`src/rtl/vector_mac_stream.sv`:
```
// Streaming folded dot-product: accumulates LANES pairs per beat over NUM_BEATS beats, then holds acc/ai.
// Optional clamping of acc (and sticky sat port) when VECMAC_SATURATE_EN is defined.
module vector_mac_stream #(
    parameter int unsigned PRECISION = 8,
    parameter int unsigned LANES     = 4,
    parameter int unsigned NUM_BEATS = 4,
    parameter int unsigned ACC_WIDTH = 32,
    parameter bit          SIGNED    = 1'b1
) (
    input  logic                                clk,
    input  logic                                rst,
    input  logic                                in_valid,
    output logic                                in_ready,
    input  logic [LANES-1:0][PRECISION-1:0]     features_in,
    input  logic [LANES-1:0][PRECISION-1:0]     weights_in,
    output logic                                out_valid,
    input  logic                                out_ready,
    output logic [ACC_WIDTH-1:0]                acc,
    output logic [ACC_WIDTH-1:0]                ai
`ifdef VECMAC_SATURATE_EN
    ,
    output logic                                sat
`endif
);

    localparam int unsigned CNT_W  = (NUM_BEATS > 1) ? $clog2(NUM_BEATS) : 1;
    localparam int unsigned PROD_W = 2 * PRECISION + 2;
    localparam int unsigned BASE_W = (ACC_WIDTH > PROD_W) ? ACC_WIDTH : PROD_W;
    // Headroom so a full beat plus the running acc never wraps before clamping.
    localparam int unsigned EXT_W  = BASE_W + $clog2(LANES + 1) + 1;
    localparam logic [CNT_W-1:0] LAST_BEAT = CNT_W'(NUM_BEATS - 1);

    localparam logic [0:0] ST_ACCUM = 1'b0;
    localparam logic [0:0] ST_HOLD  = 1'b1;

    logic [0:0]              state_q, state_d;
    logic [CNT_W-1:0]        cnt_q, cnt_d;
    logic [ACC_WIDTH-1:0]    acc_q, acc_d;
    logic [ACC_WIDTH-1:0]    ai_q, ai_d;
    logic                    beat_fire;
    logic signed [EXT_W-1:0] prod_sum, feat_sum, acc_ext, acc_sum;
    logic [ACC_WIDTH-1:0]    acc_next;
    logic                    unused_hi;

    assign in_ready  = (state_q == ST_ACCUM) && !rst;
    assign beat_fire = in_valid && in_ready;

    always_comb begin : beat_sum
        logic signed [PRECISION:0]  f_x;
        logic signed [PRECISION:0]  w_x;
        logic signed [PROD_W-1:0]   p;
        f_x      = '0;
        w_x      = '0;
        p        = '0;
        prod_sum = '0;
        feat_sum = '0;
        for (int unsigned i = 0; i < LANES; i++) begin
            f_x      = {SIGNED & features_in[i][PRECISION-1], features_in[i]};
            w_x      = {SIGNED & weights_in[i][PRECISION-1], weights_in[i]};
            p        = PROD_W'(f_x) * PROD_W'(w_x);
            prod_sum = prod_sum + EXT_W'(p);
            feat_sum = feat_sum + EXT_W'(f_x);
        end
    end

    assign acc_ext   = SIGNED ? EXT_W'($signed(acc_q)) : $signed(EXT_W'(acc_q));
    assign acc_sum   = acc_ext + prod_sum;
    assign unused_hi = ^{acc_sum[EXT_W-1:ACC_WIDTH], feat_sum[EXT_W-1:ACC_WIDTH]};

`ifdef VECMAC_SATURATE_EN
    logic sat_q, sat_d;
    logic clamp;

    always_comb begin
        clamp    = 1'b0;
        acc_next = acc_sum[ACC_WIDTH-1:0];
        if (SIGNED) begin
            if (acc_sum[EXT_W-1:ACC_WIDTH-1] != {(EXT_W-ACC_WIDTH+1){acc_sum[EXT_W-1]}}) begin
                clamp    = 1'b1;
                acc_next = acc_sum[EXT_W-1] ? {1'b1, {(ACC_WIDTH-1){1'b0}}}
                                            : {1'b0, {(ACC_WIDTH-1){1'b1}}};
            end
        end else if (acc_sum[EXT_W-1:ACC_WIDTH] != '0) begin
            clamp    = 1'b1;
            acc_next = '1;
        end
    end

    always_comb begin
        sat_d = sat_q;
        if (state_q == ST_ACCUM) begin
            if (beat_fire) sat_d = sat_q | clamp;
        end else if (out_ready) begin
            sat_d = 1'b0;
        end
    end

    always_ff @(posedge clk) begin
        if (rst) sat_q <= 1'b0;
        else     sat_q <= sat_d;
    end

    assign sat = sat_q;
`else
    assign acc_next = acc_sum[ACC_WIDTH-1:0];
`endif

    always_comb begin
        state_d = state_q;
        cnt_d   = cnt_q;
        acc_d   = acc_q;
        ai_d    = ai_q;
        if (state_q == ST_ACCUM) begin
            if (beat_fire) begin
                acc_d = acc_next;
                ai_d  = ai_q + feat_sum[ACC_WIDTH-1:0];
                if (cnt_q == LAST_BEAT) begin
                    cnt_d   = '0;
                    state_d = ST_HOLD;
                end else begin
                    cnt_d = cnt_q + CNT_W'(1);
                end
            end
        end else if (out_ready) begin
            acc_d   = '0;
            ai_d    = '0;
            state_d = ST_ACCUM;
        end
    end

    always_ff @(posedge clk) begin
        if (rst) begin
            state_q <= ST_ACCUM;
            cnt_q   <= '0;
            acc_q   <= '0;
            ai_q    <= '0;
        end else begin
            state_q <= state_d;
            cnt_q   <= cnt_d;
            acc_q   <= acc_d;
            ai_q    <= ai_d;
        end
    end

    assign out_valid = (state_q == ST_HOLD);
    assign acc       = acc_q;
    assign ai        = ai_q;

endmodule

```
`config.mk`:
```
export PLATFORM = sky130hd
export DESIGN_NAME = vector_mac_stream
export DESIGN_NICKNAME = d
export VERILOG_FILES = /design/src/rtl/vector_mac_stream.sv
export SDC_FILE = /design/constraint.sdc
export NUM_CORES = 1
export LEC_CHECK = 0
export ABC_AREA = 1
export BUFFER_PORTS_ARGS = -buffer_cell sky130_fd_sc_hd__buf_2
export CAP_MARGIN = 20
export CORE_UTILIZATION = 30
export DETAILED_ROUTE_END_ITERATION = 12
export GPL_TIMING_DRIVEN = 0
export HOLD_SLACK_MARGIN = 0.02
export MAX_ROUTING_LAYER = met4
export PLACE_DENSITY = 0.57
export RECOVER_POWER = 100
export SETUP_SLACK_MARGIN = 0.02
export SLEW_MARGIN = 15
export SYNTH_ARGS = -nofsm -noshare
export SYNTH_HDL_FRONTEND = slang
export SYNTH_SLANG_ARGS = --single-unit
```
`constraint.sdc`:
```
create_clock -name clk -period 9.97 [get_ports clk]
set_clock_uncertainty 0.2 [all_clocks]
set_input_delay 2.4925 -clock clk [delete_from_list [all_inputs] [get_ports clk]]
set_output_delay 2.4925 -clock clk [all_outputs]
set_load 0.005 [all_outputs]
```
==> results.yml <==
setup_path:
  start_kind: "input port"
  cp-end-kind: "flop"
  crit_path_top_delay_cell: "fa_2"
  slowest_delay_ns: 0.95
  cp_max_fo: 15
  critical_path_arrival_ns: 9.56
  critPathRequiredTime_ns: 9.98
  critPathKind: "in2reg"
layout:
  area_growth_pct: 10.0
  utilization_pct: 33.4
  multiInputGateArea_um2: 16600
  nNetsFinal: 3542
  seq_area_um2: 1340
  nFillCells: 7590
  final_layout_size_suffix_gt1_share_pct: 5.68
clocking:
  clk_latency_ns: 0.37
  cts_root_buffer: "clkbuf_16"
  hold_buffers: 0
  clkTransAtPathRegs_ns: 0.06
  ctsHtreeMaxLevel: 3
  cts.sinks: 67
  cts_tree: "yes"
  cts_buffer_depth: 2
  cts_buffers: 9
route:
  route.vias.total: 16592
  drc: 0
  avgRoutedWirePerCell_um: 15.8
  vias_per_cell: 4.39
  drt_first_iter_violations: 941
  wl_um: 59900
  final_antenna_net_count: 0
  first_pass_iters: 5
yosys:
  syn_avg_cell_area_um2: 7.86
  ys_types: 43
  seq_area_frac_synth_pct: 6.31
  syn_nets: 3415
  syn_area_um2: 21200
  synth_seq_cells: 67
  ys.warnings.count: 0
  syn_inst: 2704
floorplanning:
  die_h_um: 268
  die_x_um: 268
  dieArea_um2: 71900
  core_area_um2: 70000
  start_util_pct: 30.3
  rows: 97
  boundaryPins: 134
placement:
  dpl.hpwl_um: 54400
  gp_congestion: 0.910
  portBuffers: 104
timing:
  maxSlewViolCount: 0
  relSlewSlack_pct: 38.4
  clock.fmax_mhz: 105
  fin_crit_sh_pct: 95.8
  tightest_slew_ns: 0.922
  hold_ws_ns: 0.272
  setup-violations-final: 0
  post-route-min-period_ns: 9.55
  hold_violations: 0
  grt_setup_unrepaired: "false"
run:
  cap_violations: 0
global_route:
  antenna_found_initial: 2
  grt_first_pass_wirelength_um: 96600
  grt_pass1_vias: 17241
  grt_max_degree: 25
  grt.overflow.total: 0
  grt_usage_pct: 18.0
min_path:
  hold_path_class: "reg2reg"
status:
  status: "complete, no violations"
[worst paths after layout]
path	startpoint	to	slack, ns	cells past startpoint
min	cnt_q[1]	cnt_q[1]	0.27	2
min reg2reg	cnt_q[1]	cnt_q[1]	0.27	2
max	weights_in[24]	acc[22]	0.42	26
max reg2reg	acc[6]	acc[16]	3.19	23
[layer usage]
layer / share of wire, % / vias up / track usage (%)
met5: 0 / - / -
met4: 1.3 / 0 / 3.27
met3: 3.6 / 42 / 1.49
met2: 47 / 297 / 29.3
met1: 48 / 8148 / 24.6
li1: - / 8105 / -
[area by class of cell]
class	count	share of cell area, %
repair buffers	119	2.61
multi-input cells	1766	71.0
well taps	940	5.03
flip-flops and latches	67	5.74
inverters	789	12.7
clock inverters	6	0.482
plain buffers	79	1.34
clock buffers	10	1.02
diodes	2	0.0214
[stage by stage]
stage / cell area (µm²) / instances / worst slack, ns / TNS [ns]
finish: 23400 / 3778 / 0.424 / 0
global route: 23400 / 3778 / 0.0252 / 0
CTS: 23400 / 3767 / 0.0235 / 0
detailed placement: 23000 / 3750 / -0.538 / -7.60
global placement: 22900 / 3748 / -0.832 / -17.23
floorplan: 21200 / 2704 / 0.497 / 0
[sequential cells by signal, indices dropped and copies added (netlist names)]
signal / count
cnt_q: 2
ai: 32
acc: 32
out_valid: 1
[cells in the mapped netlist]
master    count  area share, %
buf_2         8           0.19
inv_1       781             14
o21ai_2       1          0.041
o22ai_1       3          0.088
xnor2_1       7           0.29
o211ai_1      1          0.035
xor2_1        7           0.29
ha_1        167            9.8
nor2_1       99            1.7
o32ai_1       2          0.082
nand3b_1      8           0.28
a21oi_1     140            3.3
or2_0         1          0.029
o21ai_0      47            1.1
o31ai_1       1          0.035
and2_0        1          0.029
fa_1        476             45
inv_2         7           0.12
and2_1        5           0.15
nand2_2       7           0.21
a21o_1        3           0.11
a21oi_2       5           0.21
nand3_2       3           0.14
nor3b_1       1          0.035
nand2_1     615             11
and3_1        2          0.059
o21a_1        2          0.071
or2_2        13           0.38
nand3b_2      1          0.053
buf_4         2          0.071
nand2b_1      1          0.029
o21bai_1      9           0.32
or2_1         1          0.029
nor3_2        4           0.19
nor2_2        7           0.21
dfxtp_1      67            6.3
clkbuf_1     72            1.3
clkinv_1      1          0.018
nor3_1       11           0.26
nand3_1      93            2.2
nand4_1      18           0.53
o21ai_1       3          0.071
nor3b_2       1          0.059
[kinds of logic (layout without fill, tap and decap cells)]
group,Yosys count,in the layout,share of synthesized area (%)
AND/OR/NAND/NOR,892,892,17.5
buffers and inverters,871,1003,15.5
adder cells (fa/ha/maj),643,643,54.7
AO/OA/AOI/OAI,217,217,5.46
flip-flops,67,67,6.31
XOR/XNOR,14,14,0.577
other,0,2,0
[critical path, delay by kind of cell]
kind                       cells  cell delay [ns]
adders and majority gates      9             5.02
AOI/OAI and AO/OA              1             0.06
and+or+nand+nor               10             1.23
buffers and inverters          6             0.76
[cells in the final DEF (no fill, tap or decap), drive strengths merged]
cell	count
a21o	3
xor2	7
diode	2
o22ai	3
nand2b	1
nor2	106
ha	167
o21a	2
o31ai	1
o32ai	2
and3	2
and2	6
clkinvlp	4
or2	15
a21oi	145
nor3	15
buf	95
o21bai	9
nor3b	2
xnor2	7
dfxtp	67
o211ai	1
nand4	18
nand3b	9
inv	784
clkinv	4
nand3	96
fa	476
nand2	622
clkbuf	113
bufinv	3
o21ai	51
[repair_timing]
action	CTS	global route
hold endpoints to repair	0	0
gates resized for setup	6	2
pin swaps	0	2
setup buffers	1	12
setup endpoints to repair	14	20
Power is left out: the tool's default activity adds up to more than one toggle a clock period on the data nets, which glitch-free logic cannot reach.
